**src/rtl/alu_nibble_addsub_pkg.sv**
```systemverilog
// Shared definitions for the nibble-serial add/subtract unit: state encoding
// and the helpers that size the nibble index from the operand width.
package alu_pkg;

  typedef enum logic {
    IDLE = 1'b0,
    RUN  = 1'b1
  } state_t;

  function automatic int nib_count(input int width);
    return width / 4;
  endfunction

  function automatic int idx_width(input int width);
    return $clog2(nib_count(width));
  endfunction

  localparam int IDX_W = idx_width(32);

endpackage

```
**src/rtl/alu_nibble_addsub_if.sv**
```systemverilog
// Request/response bundle between the ALU operand registers and the add/sub unit.
// Handshake: start is taken on a rising edge only while busy is low; start while
// busy is dropped. done pulses for one cycle when result and flags become final.
interface alu_nibble_addsub_if #(
  parameter int WIDTH = 32
);
  logic             start;
  logic             sub;
  logic [WIDTH-1:0] a;
  logic [WIDTH-1:0] b;
  logic             busy;
  logic             done;
  logic [WIDTH-1:0] result;
  logic             carry;
  logic             overflow;
  logic             zero;

  modport master (
    output start, sub, a, b,
    input  busy, done, result, carry, overflow, zero
  );

  modport slave (
    input  start, sub, a, b,
    output busy, done, result, carry, overflow, zero
  );
endinterface

```
**src/rtl/alu_nibble_addsub_cla.sv**
```systemverilog
// 4-bit carry-lookahead nibble adder with group generate/propagate outputs.
// The group carry-out is formed by the caller as gout | (pout & cin).
module cla_4bit (
  input  logic [3:0] a,
  input  logic [3:0] b,
  input  logic       cin,
  output logic [3:0] s,
  output logic       gout,
  output logic       pout
);
  logic [3:0] g;
  logic [3:0] p;
  logic [3:0] c;

  assign g = a & b;
  assign p = a ^ b;

  assign c[0] = cin;
  assign c[1] = g[0] | (p[0] & cin);
  assign c[2] = g[1] | (p[1] & g[0]) | (p[1] & p[0] & cin);
  assign c[3] = g[2] | (p[2] & g[1]) | (p[2] & p[1] & g[0]) | (p[2] & p[1] & p[0] & cin);

  assign s    = p ^ c;
  assign gout = g[3] | (p[3] & g[2]) | (p[3] & p[2] & g[1]) | (p[3] & p[2] & p[1] & g[0]);
  assign pout = &p;
endmodule

```
**src/rtl/alu_nibble_addsub.sv**
```systemverilog
// Nibble-serial WIDTH-bit add/subtract: one cla_4bit time-multiplexed over
// WIDTH/4 cycles, with the inter-nibble carry held in a register.
module alu_nibble_addsub
  import alu_pkg::*;
#(
  parameter int WIDTH = 32
) (
  input  logic                  clk,
  input  logic                  rst_n,
  alu_nibble_addsub_if.slave    bus,
  output state_t                dbg_state
);
  localparam int NIB = nib_count(WIDTH);
  localparam int KW  = idx_width(WIDTH);

  if ((WIDTH % 4) != 0 || WIDTH < 8) begin : g_bad_width
    $error("alu_nibble_addsub: WIDTH must be a multiple of 4 and at least 8");
  end

  state_t           state;
  state_t           state_n;
  logic [KW-1:0]    k;
  logic             c;
  logic [WIDTH-1:0] a_q;
  logic [WIDTH-1:0] b_q;
  logic [WIDTH-1:0] result_q;
  logic [WIDTH-1:0] result_n;
  logic             carry_q;
  logic             overflow_q;
  logic             zero_q;
  logic             done_q;

  logic [KW+1:0]    bit_idx;
  logic [3:0]       nib_s;
  logic             nib_g;
  logic             nib_p;
  logic             c_next;
  logic             last;
  logic             accept;

  assign bit_idx = {k, 2'b00};
  assign last    = (k == KW'(NIB - 1));
  assign accept  = (state == IDLE) && bus.start;
  assign c_next  = nib_g | (nib_p & c);

  cla_4bit u_cla (
    .a    (a_q[bit_idx +: 4]),
    .b    (b_q[bit_idx +: 4]),
    .cin  (c),
    .s    (nib_s),
    .gout (nib_g),
    .pout (nib_p)
  );

  always_ff @(posedge clk or negedge rst_n) begin
    if (!rst_n) state <= IDLE;
    else        state <= state_n;
  end

  always_comb begin
    state_n  = state;
    result_n = result_q;
    result_n[bit_idx +: 4] = nib_s;
    case (state)
      IDLE:    if (bus.start) state_n = RUN;
      RUN:     if (last)      state_n = IDLE;
      default: state_n = IDLE;
    endcase
  end

  always_ff @(posedge clk or negedge rst_n) begin
    if (!rst_n) begin
      k          <= '0;
      c          <= 1'b0;
      a_q        <= '0;
      b_q        <= '0;
      result_q   <= '0;
      carry_q    <= 1'b0;
      overflow_q <= 1'b0;
      zero_q     <= 1'b0;
      done_q     <= 1'b0;
    end else begin
      done_q <= 1'b0;
      if (accept) begin
        // Subtract as A + ~B + 1: the +1 enters as the initial carry.
        a_q      <= bus.a;
        b_q      <= bus.sub ? ~bus.b : bus.b;
        c        <= bus.sub;
        k        <= '0;
        result_q <= '0;
      end else if (state == RUN) begin
        result_q <= result_n;
        c        <= c_next;
        k        <= last ? '0 : k + 1'b1;
        if (last) begin
          done_q     <= 1'b1;
          carry_q    <= c_next;
          overflow_q <= (a_q[WIDTH-1] == b_q[WIDTH-1]) && (nib_s[3] != a_q[WIDTH-1]);
          zero_q     <= (result_n == '0);
        end
      end
    end
  end

  assign bus.busy     = (state == RUN);
  assign bus.done     = done_q;
  assign bus.result   = result_q;
  assign bus.carry    = carry_q;
  assign bus.overflow = overflow_q;
  assign bus.zero     = zero_q;
  assign dbg_state    = state;
endmodule

```
**src/flat_wrapper.sv**
```systemverilog
// flat-port wrapper written by rule: the top's interface ports become plain ports
module alu_nibble_addsub_flat import alu_pkg::*;
#(
  parameter int WIDTH = 32
)
  (clk, rst_n, dbg_state, bus_start, bus_sub, bus_a, bus_b, bus_busy, bus_done, bus_result, bus_carry, bus_overflow, bus_zero);
  alu_nibble_addsub_if #(.WIDTH(WIDTH)) bus_i ();
  input  logic clk;
  input  logic rst_n;
  output state_t dbg_state;
  input wire logic [$bits(bus_i.start)-1:0] bus_start;
  input wire logic [$bits(bus_i.sub)-1:0] bus_sub;
  input wire logic [$bits(bus_i.a)-1:0] bus_a;
  input wire logic [$bits(bus_i.b)-1:0] bus_b;
  output wire logic [$bits(bus_i.busy)-1:0] bus_busy;
  output wire logic [$bits(bus_i.done)-1:0] bus_done;
  output wire logic [$bits(bus_i.result)-1:0] bus_result;
  output wire logic [$bits(bus_i.carry)-1:0] bus_carry;
  output wire logic [$bits(bus_i.overflow)-1:0] bus_overflow;
  output wire logic [$bits(bus_i.zero)-1:0] bus_zero;
  assign bus_i.start = bus_start;
  assign bus_i.sub = bus_sub;
  assign bus_i.a = bus_a;
  assign bus_i.b = bus_b;
  assign bus_busy = bus_i.busy;
  assign bus_done = bus_i.done;
  assign bus_result = bus_i.result;
  assign bus_carry = bus_i.carry;
  assign bus_overflow = bus_i.overflow;
  assign bus_zero = bus_i.zero;
  alu_nibble_addsub #(.WIDTH(WIDTH)) u_core (.clk(clk), .rst_n(rst_n), .bus(bus_i), .dbg_state(dbg_state));
endmodule
```
**config.mk**
```make
export PLATFORM = sky130hd
export DESIGN_NAME = alu_nibble_addsub_flat
export DESIGN_NICKNAME = d
export VERILOG_FILES = /design/src/rtl/alu_nibble_addsub_pkg.sv /design/src/rtl/alu_nibble_addsub_if.sv /design/src/rtl/alu_nibble_addsub_cla.sv /design/src/rtl/alu_nibble_addsub.sv /design/src/flat_wrapper.sv
export SDC_FILE = /design/constraint.sdc
export NUM_CORES = 1
export LEC_CHECK = 0
export BUFFER_PORTS_ARGS = -buffer_cell sky130_fd_sc_hd__buf_2
export CAP_MARGIN = 20
export CORE_MARGIN = 2
export CORE_UTILIZATION = 25
export DETAILED_ROUTE_END_ITERATION = 10
export GPL_TIMING_DRIVEN = 0
export PLACE_DENSITY = 0.43
export SYNTH_ARGS = -nofsm -noshare
export SYNTH_HDL_FRONTEND = slang
export SYNTH_SLANG_ARGS = --single-unit
```
**constraint.sdc**
```tcl
create_clock -name clk -period 5.7 [get_ports clk]
set_input_delay 0.285 -clock clk [delete_from_list [all_inputs] [get_ports clk]]
set_output_delay 0.285 -clock clk [all_outputs]
set_load 0.02 [all_outputs]
```
## After elaboration in Yosys (flattened, before gate mapping)

Cells that the tools add are included.

- Output and inout bits: 38
- Bits in writable memories: 0
- Latch bits: 0
- Logic and storage cells: 71
- Register bits after elaboration: 105
- Bits of input ports: 68
- ROM bits: 0
- Memories kept: 0

- Order comparisons: 0
- $add $sub $neg: 2
- Multipliers: 0
- Reductions and logical operators: 6
- Eq/ne operators: 3
- Bitwise gates (word level): 31
- Muxes and demuxes: 15
- Div/mod/pow operators: 0
- Shifts and indexed selects: 4

Operators by type and width:

| operator | number |
|---|---|
| $mux W32 | 3 |
| $shiftx A32 B6 Y4 | 2 |
| $bwmux W32 | 1 |
| $logic_not A32 Y1 | 1 |
| $not A32 Y32 | 1 |
| $shift A4 B7 Y32 const A | 1 |
| $shiftx A4 B7 Y32 | 1 |
| $and A1 B1 Y1 | 15 |
| $or A1 B1 Y1 | 10 |
| $mux W3 | 3 |
| $xor A4 B4 Y4 | 2 |
| $mux W1 | 7 |
| $neg A5 Y7 | 1 |
| $and A4 B4 Y4 | 1 |
| $reduce_and A4 Y1 | 1 |
| $add A3 B1 Y3 const B | 1 |
| $eq A3 B3 Y1 const B | 1 |
| $reduce_and A3 Y1 | 1 |
| $logic_and A1 B1 Y1 | 2 |
| $not A1 Y1 | 2 |
| $pmux W1 S2 | 1 |
| $reduce_bool A2 Y1 | 1 |
| $eq A1 B1 Y1 | 1 |
| $ne A1 B1 Y1 | 1 |

## Depth between registers and ports, before layout

Gate-level depths: netlist (run 1).

- Depth in word-level cells: 11
- Gate-level depth with buffers: 12
- Gate-level depth less buffers: 9

## By module

A second synthesis (run 1) with hierarchy kept.

- Cells, all modules: 519
- Area total of the unflattened synthesis: 5582.9 sq um

By module, submodules not included:

| module | instances | area an instance (sq um) | sequential area each (sq um) | cells an instance |
|---|---|---|---|---|
| alu_nibble_addsub | 1 | 5412.7 | 2627.5 | 498 |
| cla_4bit | 1 | 170.2 | 0.0 | 21 |

## Worst setup path after synthesis (run 1)

No wires, ideal clock.

- Kind: register -> register
- Start point: reg u_core.k[0]
- End point: reg u_core.result_q[15], in the netlist u_core.bus.result[15]
- Path buffers: 3
- Setup slack: 2555 ps
- Cell stages (with the launch flop): 13
- Period minus slack after synthesis: 3145 ps
- Library setup time: 121 ps
- Data required time: 5579 ps
- Data arrival time: 3024 ps
- Cell sequence: dfrtp_1 -> buf_2 -> buf_2 -> mux4_2 -> nand2_1 -> nand2_1 -> ha_1 -> a211oi_1 -> o21bai_1 -> xnor2_1 -> clkbuf_1 -> o21ai_0 -> a22o_1

- Cells in the longest elaborated chain, start to end: 11
- Elaborated cells between the ends (all ways): 26
- Classes of those cells: 1 x add/sub; 4 x shift; 3 x mux; 18 x bitwise

Ends and longest elaborated chain:

| element | RTL line | text |
|---|---|---|
| start: declaration | alu_nibble_addsub.sv:22 | `logic [KW-1:0] k;` |
| start signal: assignment | alu_nibble_addsub.sv:94 | `k <= last ? '0 : k + 1'b1;` |
| $shiftx A32 B6 Y4, on equally long branches | alu_nibble_addsub.sv:47, alu_nibble_addsub.sv:48 |  |
| $xor A4 B4 Y4 or $and A4 B4 Y4 (tied branches) | alu_nibble_addsub_cla.sv:16, alu_nibble_addsub_cla.sv:15 |  |
| $and A1 B1 Y1 | alu_nibble_addsub_cla.sv:21 | `assign c[3] = g[2] \| (p[2] & g[1]) \| (p[2] & p[1] & g[0]) \| (p[2] & p[1] & p[0] & cin);` |
| $or A1 B1 Y1 or $and A1 B1 Y1 (tied branches) (2 in series) | alu_nibble_addsub_cla.sv:21 |  |
| $or A1 B1 Y1 | alu_nibble_addsub_cla.sv:21 |  |
| $xor A4 B4 Y4 | alu_nibble_addsub_cla.sv:23 | `assign s = p ^ c;` |
| $shiftx A4 B7 Y32 | alu_nibble_addsub.sv:63 | `result_n[bit_idx +: 4] = nib_s;` |
| $bwmux W32 * | alu_nibble_addsub.sv:63 |  |
| $mux W32 * | alu_nibble_addsub.sv:91 | `end else if (state == RUN) begin` |
| $mux W32 * | alu_nibble_addsub.sv:84 | `if (accept) begin` |
| end signal: assignment | alu_nibble_addsub.sv:92 | `result_q <= result_n;` |
| end: declaration | alu_nibble_addsub.sv:26 | `logic [WIDTH-1:0] result_q;` |

Mark *: on every way between the ends. The rest lies on a longest branch, timed or not. The select of a mux whose other input is x is not followed.
A chain may end at the register's enable or synchronous reset.

## Worst setup path after layout (run 1)

- Start point: reg u_core.k[1]
- End point: reg u_core.result_q[26], in the netlist u_core.bus.result[26]

Same word-level chain as after synthesis.

==> results_dict.tcl, run 1 <==
set metrics [dict create \
    status "finished clean" \
    skew_ps 9.70 \
    core-area_mm2 0.0211 \
    synthArstFlopShare_pct 100 \
    drv_slew 0 \
    slew_headroom_pct 29.4 \
    utilization_pct 31.2 \
    grtUsageTotal_pct 13.2 \
    grt_pass1_wl_um 22700 \
    grt_max_degree 56 \
    p_sw_mw 1.96 \
    cts_made_buffers 9 \
    min_period_over_period_pct 75.7 \
    dieWidth_um 151 \
    drt_pre_antenna_iters 4 \
    fillers 2233 \
    dpl_cell_area_mm2 0.00627 \
    syn-instance-count 482 \
    wl_per_cell_um 16.6 \
    grt_antenna_before_repair 1 \
    max-vdd-ir-drop_mv 0.344 \
    synthToLayoutAreaGrowth_pct 22.1 \
    vias_per_cell 4.66 \
    syn-num-nets 560 \
    multi_input_area_mm2 0.00258 \
    synth_edf_count 0 \
    finalSetupTns_ps 0 \
    worstSetupPathType "reg2reg" \
    clock_latency_ps 360 \
    instances_no_fill 880 \
    grt_pass1_vias 4178 \
    via_count 4097 \
    swShare_pct 45.1 \
    drive_gt1_share_pct 30.8 \
    root_buffer "clkbuf_16" \
    power.leakage_nw 3.02 \
    finalHoldViolCount 0 \
    worstMarginPinSlew_ps 1060 \
    htreeDepth 3 \
    std_cell_rows 53 \
    power_frac_seq_pct 29.8 \
    pre_cts_slack_ps 1220 \
    worstPathMaxFanout 10 \
    register_area_mm2 0.00263 \
    synthFlopType "dfrtp_1" \
    total_power_mw 4.35 \
    hold_slack_ps 150 \
    ys_types 45 \
    place.gp.congestion 0.743 \
    worst_slack_ps 1390 \
    crit_required_ps 5950 \
    dp.cells 862 \
    drc_errors 0 \
    setup_viol 0 \
    p_comb_share_pct 56.2 \
    maxCapViolCount 0 \
    mostFrequentLayoutCell "buf_2" \
    io_pins 106 \
    worstSetupStartpointType "register" \
    layout_common_cells "buf_2, dfrtp_1, nand2_1" \
    postSynthRegisterBits 105 \
    ys_warn_count 0 \
    nets 677 \
    hold_path_class "in2reg" \
    power.clock.fraction_pct 14.0 \
    p_int_mw 2.39 \
    fmax_ghz 0.232 \
    critical_path_arrival_ps 4560 \
    period_needed_ps 4310 \
    ant_nets 0 \
    power_density_mw_per_mm2 662 \
    rsz0062_at_grt "false" \
    postSynthAreaPerCell_um2 11.2 \
    netlist_area_mm2 0.00538 \
    hpwl_um 10800 \
    cts_buffer_depth 2 \
    post_cts_buffers 0 \
    clk_pin_slew_ps 70 \
    seq_area_frac_synth_pct 48.8 \
    die-area_mm2 0.0227 \
    drtIter0Drc 236 \
    grt_overflow 0 \
    worstSetupEndpointType "register" \
    io_buffers 104 \
    cts_tree "done" \
    final_area_mm2 0.00657 \
    finalWirelength_um 14600 \
    dieHeight_um 151 \
    start_util_pct 25.5 \
    cts_sinks 105 \
]
==> power groups by stage <==
stage               Sequential (mW)  Combinational [mW]  Clock, mW
global placement               1.30                2.45          0
CTS                            1.30                2.51      0.630
finish                         1.30                2.44      0.608
detailed placement             1.31                2.50          0
floorplan                      1.34                1.63          0
global route                   1.34                2.71      0.656
==> worst max-delay path: stages, from the launching register on <==
cell	delay, ps
dfrtp_1	360
clkbuf_1	580
clkbuf_1	630
mux4_2	420
nand2_1	80
nand2_1	120
ha_1	340
a21o_1	180
a21oi_1	170
xor2_1	840
o21ai_0	240
a22o_1	230
==> state kept, by name, summed over array words and instances, names as in the netlist <==
| name | flops |
|---|---|
| u_core.a_q | 32 |
| u_core.b_q | 32 |
| u_core.bus.busy | 1 |
| u_core.bus.carry | 1 |
| u_core.bus.done | 1 |
| u_core.bus.overflow | 1 |
| u_core.bus.result | 32 |
| u_core.bus.zero | 1 |
| u_core.c | 1 |
| u_core.k | 3 |
==> metal layers <==
metal | track usage (%) | up-vias | routed length, um
met1 | 17.4 | 2022 | 6560
met2 | 21.6 | 101 | 7060
met4 | 4.58 | 0 | 278
li1 | - | 1957 | -
met3 | 2.76 | 17 | 670
met5 | 0 | - | 0
==> logic make-up after synthesis <==
group,after synthesis,synth area share [%]
buf+inv,41,3.28
flops,105,48.8
simple gates,118,9.72
fa+ha+maj,10,2.47
mux,59,15.6
compound gates,113,14.2
xor+xnor,36,5.86
==> path summary, 6_finish.rpt <==
kind | startpoint | endpoint | slack [ps] | depth (start not counted)
max | u_core.k[1]$_DFFE_PN0P_ | u_core.bus.result[26]$_DFFE_PN0P_ | 1390 | 11
min | bus_a[24] | u_core.a_q[24]$_DFFE_PN0P_ | 150 | 2
max reg2reg | u_core.k[1]$_DFFE_PN0P_ | u_core.bus.result[26]$_DFFE_PN0P_ | 1390 | 11
min reg2reg | u_core.b_q[27]$_DFFE_PN0P_ | u_core.b_q[27]$_DFFE_PN0P_ | 480 | 2
max in group asynchronous | rst_n | u_core.b_q[23]$_DFFE_PN0P_ | 4480 | 3
min in group asynchronous | rst_n | u_core.bus.result[16]$_DFFE_PN0P_ | 500 | 2
==> layout make-up <==
| cell class | instances | share of cell area (%) |
|---|---|---|
| antenna | 1 | 0.0381 |
| buffer | 34 | 2.29 |
| clock buffer | 12 | 3.75 |
| clock inverter | 4 | 0.552 |
| inverter | 7 | 0.400 |
| multi-input combinational | 336 | 39.2 |
| sequential | 105 | 40.0 |
| tap | 275 | 5.24 |
| timing repair buffer | 106 | 8.53 |
==> cells in the mapped netlist (3+ instances only) <==
library cell	instances	area (um^2)
inv_1	6	22.5
a22o_1	34	298
mux2_2	40	450
buf_1	5	18.8
buf_2	3	15.0
mux2i_1	3	30.0
mux4_2	16	360
or4_1	4	30.0
a21oi_1	10	50.1
dfrtp_1	105	2630
ha_1	9	113
xnor2_1	34	298
nor2b_1	3	18.8
clkbuf_1	23	86.3
o21ai_0	55	275
nand2_1	83	312
nor2_1	12	45.0
==> repair_timing <==
item,in CTS,in global routing
gates resized for setup,0,0
hold buffers,1,0
hold endpoints to repair,13,0
Note: power is estimated with default switching activity, not from simulation.
==> run 2, diff against run 1 <==
- ABC_AREA: default -> 1
- PLACE_DENSITY: 0.43 -> 0.45
- clock period: 5.7 -> 3.8 ns (I/O delays scaled with it)
==> run 2 against run 1 <==
Critical path depth increased by 8; clock power increased by 55%; highest routed layer unchanged; sequential cell count unchanged; core utilization decreased by 0.12 points; sequential share of layout area decreased by 1.2 points; routed wire length increased by 18%; combinational power increased by 61%; non-clock buffer count increased by 3; register-to-register slack got worse by 1000 ps; die area increased by 3.5%; critical path type unchanged.
==> results_dict.tcl, run 2 <==
set metrics [dict create \
    worstPathMaxFanout 19 \
    layout_common_cells "nand2_1, buf_2, dfrtp_1" \
    via_count 4927 \
    drv_slew 0 \
    grt_overflow 0 \
    core-area_mm2 0.0218 \
    finalWirelength_um 17200 \
    vias_per_cell 4.41 \
    syn-num-nets 793 \
    netlist.area_leader.share_pct 47.1 \
    synthFlopType "dfrtp_1" \
    drtIter0Drc 330 \
    synthArstFlopShare_pct 100 \
    maxCapViolCount 0 \
    clk_pin_slew_ps 80 \
    power_density_mw_per_mm2 998 \
    swShare_pct 51.3 \
    root_buffer "clkbuf_16" \
    postSynthRegisterBits 105 \
    die-area_mm2 0.0235 \
    cts_buffer_depth 2 \
    drt_pre_antenna_iters 5 \
    power.clock.fraction_pct 14.0 \
    synth.top_cells.by_count "nand2_1, dfrtp_1, nor2_1" \
    p_sw_mw 3.47 \
    rsz0062_at_grt "false" \
    period_needed_ps 3420 \
    post_cts_buffers 0 \
    max-vdd-ir-drop_mv 0.409 \
    std_cell_rows 54 \
    synth.most_common_cell "nand2_1" \
    ys_warn_count 0 \
    netlist_area_mm2 0.00557 \
    power_frac_seq_pct 28.1 \
    fmax_ghz 0.292 \
    instances_no_fill 1116 \
    worstMarginPinSlew_ps 638 \
    dpl_cell_area_mm2 0.00648 \
    finalSetupTns_ps 0 \
    dieHeight_um 153 \
    syn-instance-count 715 \
    total_power_mw 6.76 \
    critical_path_arrival_ps 3680 \
    postSynthAreaPerCell_um2 7.80 \
    grtUsageTotal_pct 15.3 \
    cts_tree "done" \
    crit_required_ps 4060 \
    clock_latency_ps 370 \
    p_int_mw 3.29 \
    io_buffers 104 \
    synth.largest_area_cell "dfrtp_1" \
    drive_gt1_share_pct 18.9 \
    worstSetupEndpointType "register" \
    p_comb_share_pct 57.9 \
    yosys-top-cells-area "dfrtp_1, nand2_1, o21ai_0" \
    status "finished clean" \
    worstSetupPathType "reg2reg" \
    slew_headroom_pct 57.3 \
    setup_viol 0 \
    seq_area_frac_synth_pct 47.1 \
    finalHoldViolCount 0 \
    skew_ps 10.9 \
    synth_edf_count 0 \
    drc_errors 0 \
    worstSetupStartpointType "register" \
    htreeDepth 3 \
    hpwl_um 13000 \
    cts_made_buffers 9 \
    hold_path_class "in2reg" \
    start_util_pct 25.5 \
    io_pins 106 \
    grt_pass1_wl_um 28000 \
    grt_antenna_before_repair 0 \
    min_period_over_period_pct 90.0 \
    place.gp.congestion 0.817 \
    grt_pass1_vias 5151 \
    mostFrequentLayoutCell "nand2_1" \
    diodes 0 \
    dieWidth_um 153 \
    grt_max_degree 74 \
    synthToLayoutAreaGrowth_pct 21.5 \
    ys_types 31 \
    dp.cells 1100 \
    final_area_mm2 0.00677 \
    power.leakage_nw 3.40 \
    utilization_pct 31.0 \
    cts_sinks 105 \
    wl_per_cell_um 15.5 \
    nets 909 \
    ant_nets 0 \
]
## run 2: cell count changes in the layout (fill, tap and decap cells not counted), sizes merged, moves of 16 or more
cell / previous run / this run
a22o: 34 / 16
inv: 8 / 36
mux2: 40 / 0
mux4: 16 / 0
nand2: 83 / 237
nand3: 2 / 35
nor2: 12 / 92
o21ai: 55 / 75
o22ai: 0 / 22
## run 2: repair_timing
item	in CTS	in global routing
hold buffers	1	0
resized for setup	0	3
endpoints found under the hold margin	32	0
setup endpoints to repair	0	1
## run 2: worst paths after layout
check                      cells after the start                           endpoint                        from  slack, ps
setup / recovery                              19        u_core.bus.zero$_DFFE_PN0P_     u_core.k[0]$_DFFE_PN0P_        380
hold / removal                                 3         u_core.a_q[23]$_DFFE_PN0P_                   bus_a[23]         20
setup reg to reg                              19        u_core.bus.zero$_DFFE_PN0P_     u_core.k[0]$_DFFE_PN0P_        380
hold reg to reg                                2         u_core.a_q[14]$_DFFE_PN0P_  u_core.a_q[14]$_DFFE_PN0P_        470
max in group asynchronous                      3         u_core.b_q[30]$_DFFE_PN0P_                       rst_n       2860
min in group asynchronous                      2  u_core.bus.result[21]$_DFFE_PN0P_                       rst_n        270
## run 2: power by group through the flow
stage | clock network [mW] | logic (mW) | registers (mW)
2_1_floorplan | 0 | 2.60 | 1.99
3_3_place_gp | 0 | 3.93 | 1.92
3_5_place_dp | 0 | 3.95 | 1.92
4_1_cts | 0.968 | 3.96 | 1.90
5_1_grt | 1.01 | 4.49 | 1.97
6_report | 0.945 | 3.92 | 1.90
## run 2: through the flow
stage | hold slack [ps] | worst slack (ps)
finish | 15.8 | 379
global route | 18.4 | 8.65
CTS | 7.35 | 208
detailed placement | 104 | 237
global placement | 394 | 199
floorplan | -106 | 1210
## run 2: cell type report
type | count | area, um^2
inverter | 35 | 134
fill | 2429 | 15000
buffer | 37 | 169
sequential | 105 | 2630
clock inverter | 6 | 57.6
clock buffer | 10 | 229
multi-input combinational | 537 | 2640
timing repair buffer | 106 | 564
tap | 280 | 350
## run 2: kinds of logic after synthesis
kind of cell / Yosys count / share of synthesized area (%)
AO/OA/AOI/OAI: 125 / 13.1
XOR/XNOR: 32 / 5.03
adder cells (fa/ha/maj): 10 / 2.38
buffers and inverters: 73 / 5.45
flip-flops: 105 / 47.1
AND/OR/NAND/NOR: 370 / 26.9
## run 2: routing by layer
layer  GRT usage (%)  up-vias  wire (um)
li1                -     2562          -
met1            20.4     2225       8360
met2            25.1      122       7900
met3            3.40       18        748
met4            3.84        0        227
met5               0        -          0
## run 2: worst max-delay path: stages, from the launching register on
cell      delay (ps)
dfrtp_1          430
inv_2             80
buf_6            190
clkbuf_1         410
nor2_1            80
o22ai_1          190
nor2_1            70
a31oi_1          220
ha_1             320
or2_0            230
nand2_1          100
nand2_1           70
nand2_2          220
nand2_1          180
o21ai_1          210
nor2_1            70
nand2_1           70
nor2_1            40
nand2_1           90
nand2_1           50
==> run 3, diff against run 2 <==
- BUFFER_PORTS_ARGS: -buffer_cell sky130_fd_sc_hd__buf_2 -> -buffer_cell sky130_fd_sc_hd__buf_4
==> run 3 against run 2 <==
Via count grew 0.39%; first-iteration DRC count decreased by 30%; global-route usage is 0.15 points lower; core utilization grew 1.1 points; die area is the same; clock skew shrank 1.9 ps; sequential power about the same; combinational power rose by 2%; count of clock-buffer cells in the layout down 1; sequential share of layout area shrank 1.4 points; maximum frequency fell by 1.2%; non-clock buffer count up 1; largest cell class unchanged; largest power group unchanged.
==> results_dict.tcl, run 3 (same netlist as run 2, synthesis figures left out) <==
set metrics [dict create \
    crit_chain "inv_2 > buf_6 > clkbuf_1 > nor2_1 > o22ai_1 > nor2_1 > a31oi_1 > fa_1 > nand2_1 > nand2_1 > nor2_1 > nand3_1 > nor2_1 > nand2_1 > nor2_1 > nand2_1 > nand2_1" \
    grtUsageTotal_pct 15.1 \
    min_period_over_period_pct 91.1 \
    mostFrequentLayoutCell "nand2_1" \
    io_buffers 104 \
    power_density_mw_per_mm2 971 \
    slew_headroom_pct 56.7 \
    drc_errors 0 \
    cts_buffer_depth 2 \
    worstSetupStartpointType "register" \
    instances_no_fill 1116 \
    drive_gt1_share_pct 18.9 \
    place.gp.congestion 0.830 \
    worstSetupEndpointType "register" \
    dp.cells 1100 \
    r2r_cells 17 \
    drtIter0Drc 231 \
    power.leakage_nw 3.46 \
    period_needed_ps 3460 \
    max_stage_delay_ps 640 \
    total_power_mw 6.82 \
    slowest_stage "fa_1" \
    drv_slew 0 \
    start_util_pct 25.5 \
    cp.depth 17 \
    nets 910 \
    worstSetupPathType "reg2reg" \
    fmax_ghz 0.289 \
    via_count 4946 \
    htreeDepth 3 \
    drt_pre_antenna_iters 4 \
    clock_latency_ps 360 \
    diodes 0 \
    dieWidth_um 153 \
    maxCapViolCount 0 \
    crit_buf_inv 3 \
    crit_required_ps 4100 \
    die-area_mm2 0.0235 \
    clk_pin_slew_ps 80 \
    ant_nets 0 \
    hold_depth 3 \
    cts_made_buffers 9 \
    finalWirelength_um 17300 \
    worstPathMaxFanout 10 \
    dieHeight_um 153 \
    finalHoldViolCount 0 \
    status "finished clean" \
    rsz0062_at_grt "false" \
    wl_per_cell_um 15.5 \
    vias_per_cell 4.43 \
    hpwl_um 13100 \
    root_buffer "clkbuf_16" \
    hold_slack_ps 22.0 \
    finalSetupTns_ps 0 \
    grt_max_degree 68 \
    std_cell_rows 54 \
    max-vdd-ir-drop_mv 0.369 \
    utilization_pct 32.2 \
    core-area_mm2 0.0218 \
    cts_sinks 105 \
    post_cts_buffers 0 \
    synthToLayoutAreaGrowth_pct 26.0 \
    critical_path_arrival_ps 3760 \
    layout_common_cells "nand2_1, buf_4, dfrtp_1" \
    setup_viol 0 \
    skew_ps 9.00 \
    grt_antenna_before_repair 0 \
    hold_path_class "in2reg" \
    grt_pass1_wl_um 28000 \
    grt_overflow 0 \
    io_pins 106 \
    grt_pass1_vias 5140 \
    worstMarginPinSlew_ps 647 \
    crit_family "simple AND/OR/NAND/NOR gates" \
    cts_tree "done" \
]
==> run 3: cell types whose count changed in the layout (fill, tap and decap cells not counted) <==
cell	previous run	this run
inv_6	3	0
buf_6	2	1
buf_2	113	10
clkinvlp_4	0	3
buf_4	2	106
==> run 3: layout make-up <==
cell class	instances	area [um^2]
timing repair buffer	106	818
clock inverter	6	53.8
multi-input combinational	537	2640
clock buffer	9	225
buffer	38	173
inverter	35	134
sequential	105	2630
tap	280	350
fill	2365	14800
==> run 3: final timing paths <==
| kind | slack [ps] | startpoint | end |
|---|---|---|---|
| hold reg to reg | 470 | u_core.a_q[22]$_DFFE_PN0P_ | u_core.a_q[22]$_DFFE_PN0P_ |
| setup reg to reg | 340 | u_core.k[0]$_DFFE_PN0P_ | u_core.bus.zero$_DFFE_PN0P_ |
| hold / removal | 20 | bus_a[17] | u_core.a_q[17]$_DFFE_PN0P_ |
| max in group asynchronous | 2710 | rst_n | u_core.b_q[23]$_DFFE_PN0P_ |
| setup / recovery | 340 | u_core.k[0]$_DFFE_PN0P_ | u_core.bus.zero$_DFFE_PN0P_ |
| min in group asynchronous | 360 | rst_n | u_core.bus.result[23]$_DFFE_PN0P_ |
==> run 3: through the flow <==
stage          instance area (um^2)  setup WS, ps
2_1_floorplan                  5570          1210
6_report                       7020           339
5_1_grt                        7020          15.4
4_1_cts                        7020           205
3_5_place_dp                   6730           231
3_3_place_gp                   6710           221
==> run 3: worst reg2reg max path, stage by stage (launching register included) <==
cell      delay [ps]
dfrtp_1          430
inv_2             80
buf_6            150
clkbuf_1         360
nor2_1           120
o22ai_1          220
nor2_1            80
a31oi_1          390
fa_1             640
nand2_1          140
nand2_1           70
nor2_1           140
nand3_1           80
nor2_1           170
nand2_1           70
nor2_1           100
nand2_1           90
nand2_1           60
==> run 3: repair_timing <==
action,4_1_cts,5_1_grt
gates resized for setup,0,3
hold buffers,1,0
endpoints found under the setup margin,0,1
endpoints found under the hold margin,38,0
==> run 3: metal layers <==
metal	GRT usage (%)	wire length, um	share of wire [%]
met1	20.8	8340	48
met2	24.8	8090	47
met3	2.84	684	4.0
met4	3.48	186	1.1
met5	0	0	0
==> run 3: where the power goes <==
group	total [mW]	internal (mW)	switching, mW
Sequential	1.91	1.60	0.311
Combinational	4.00	1.32	2.68
Clock	0.909	0.452	0.457
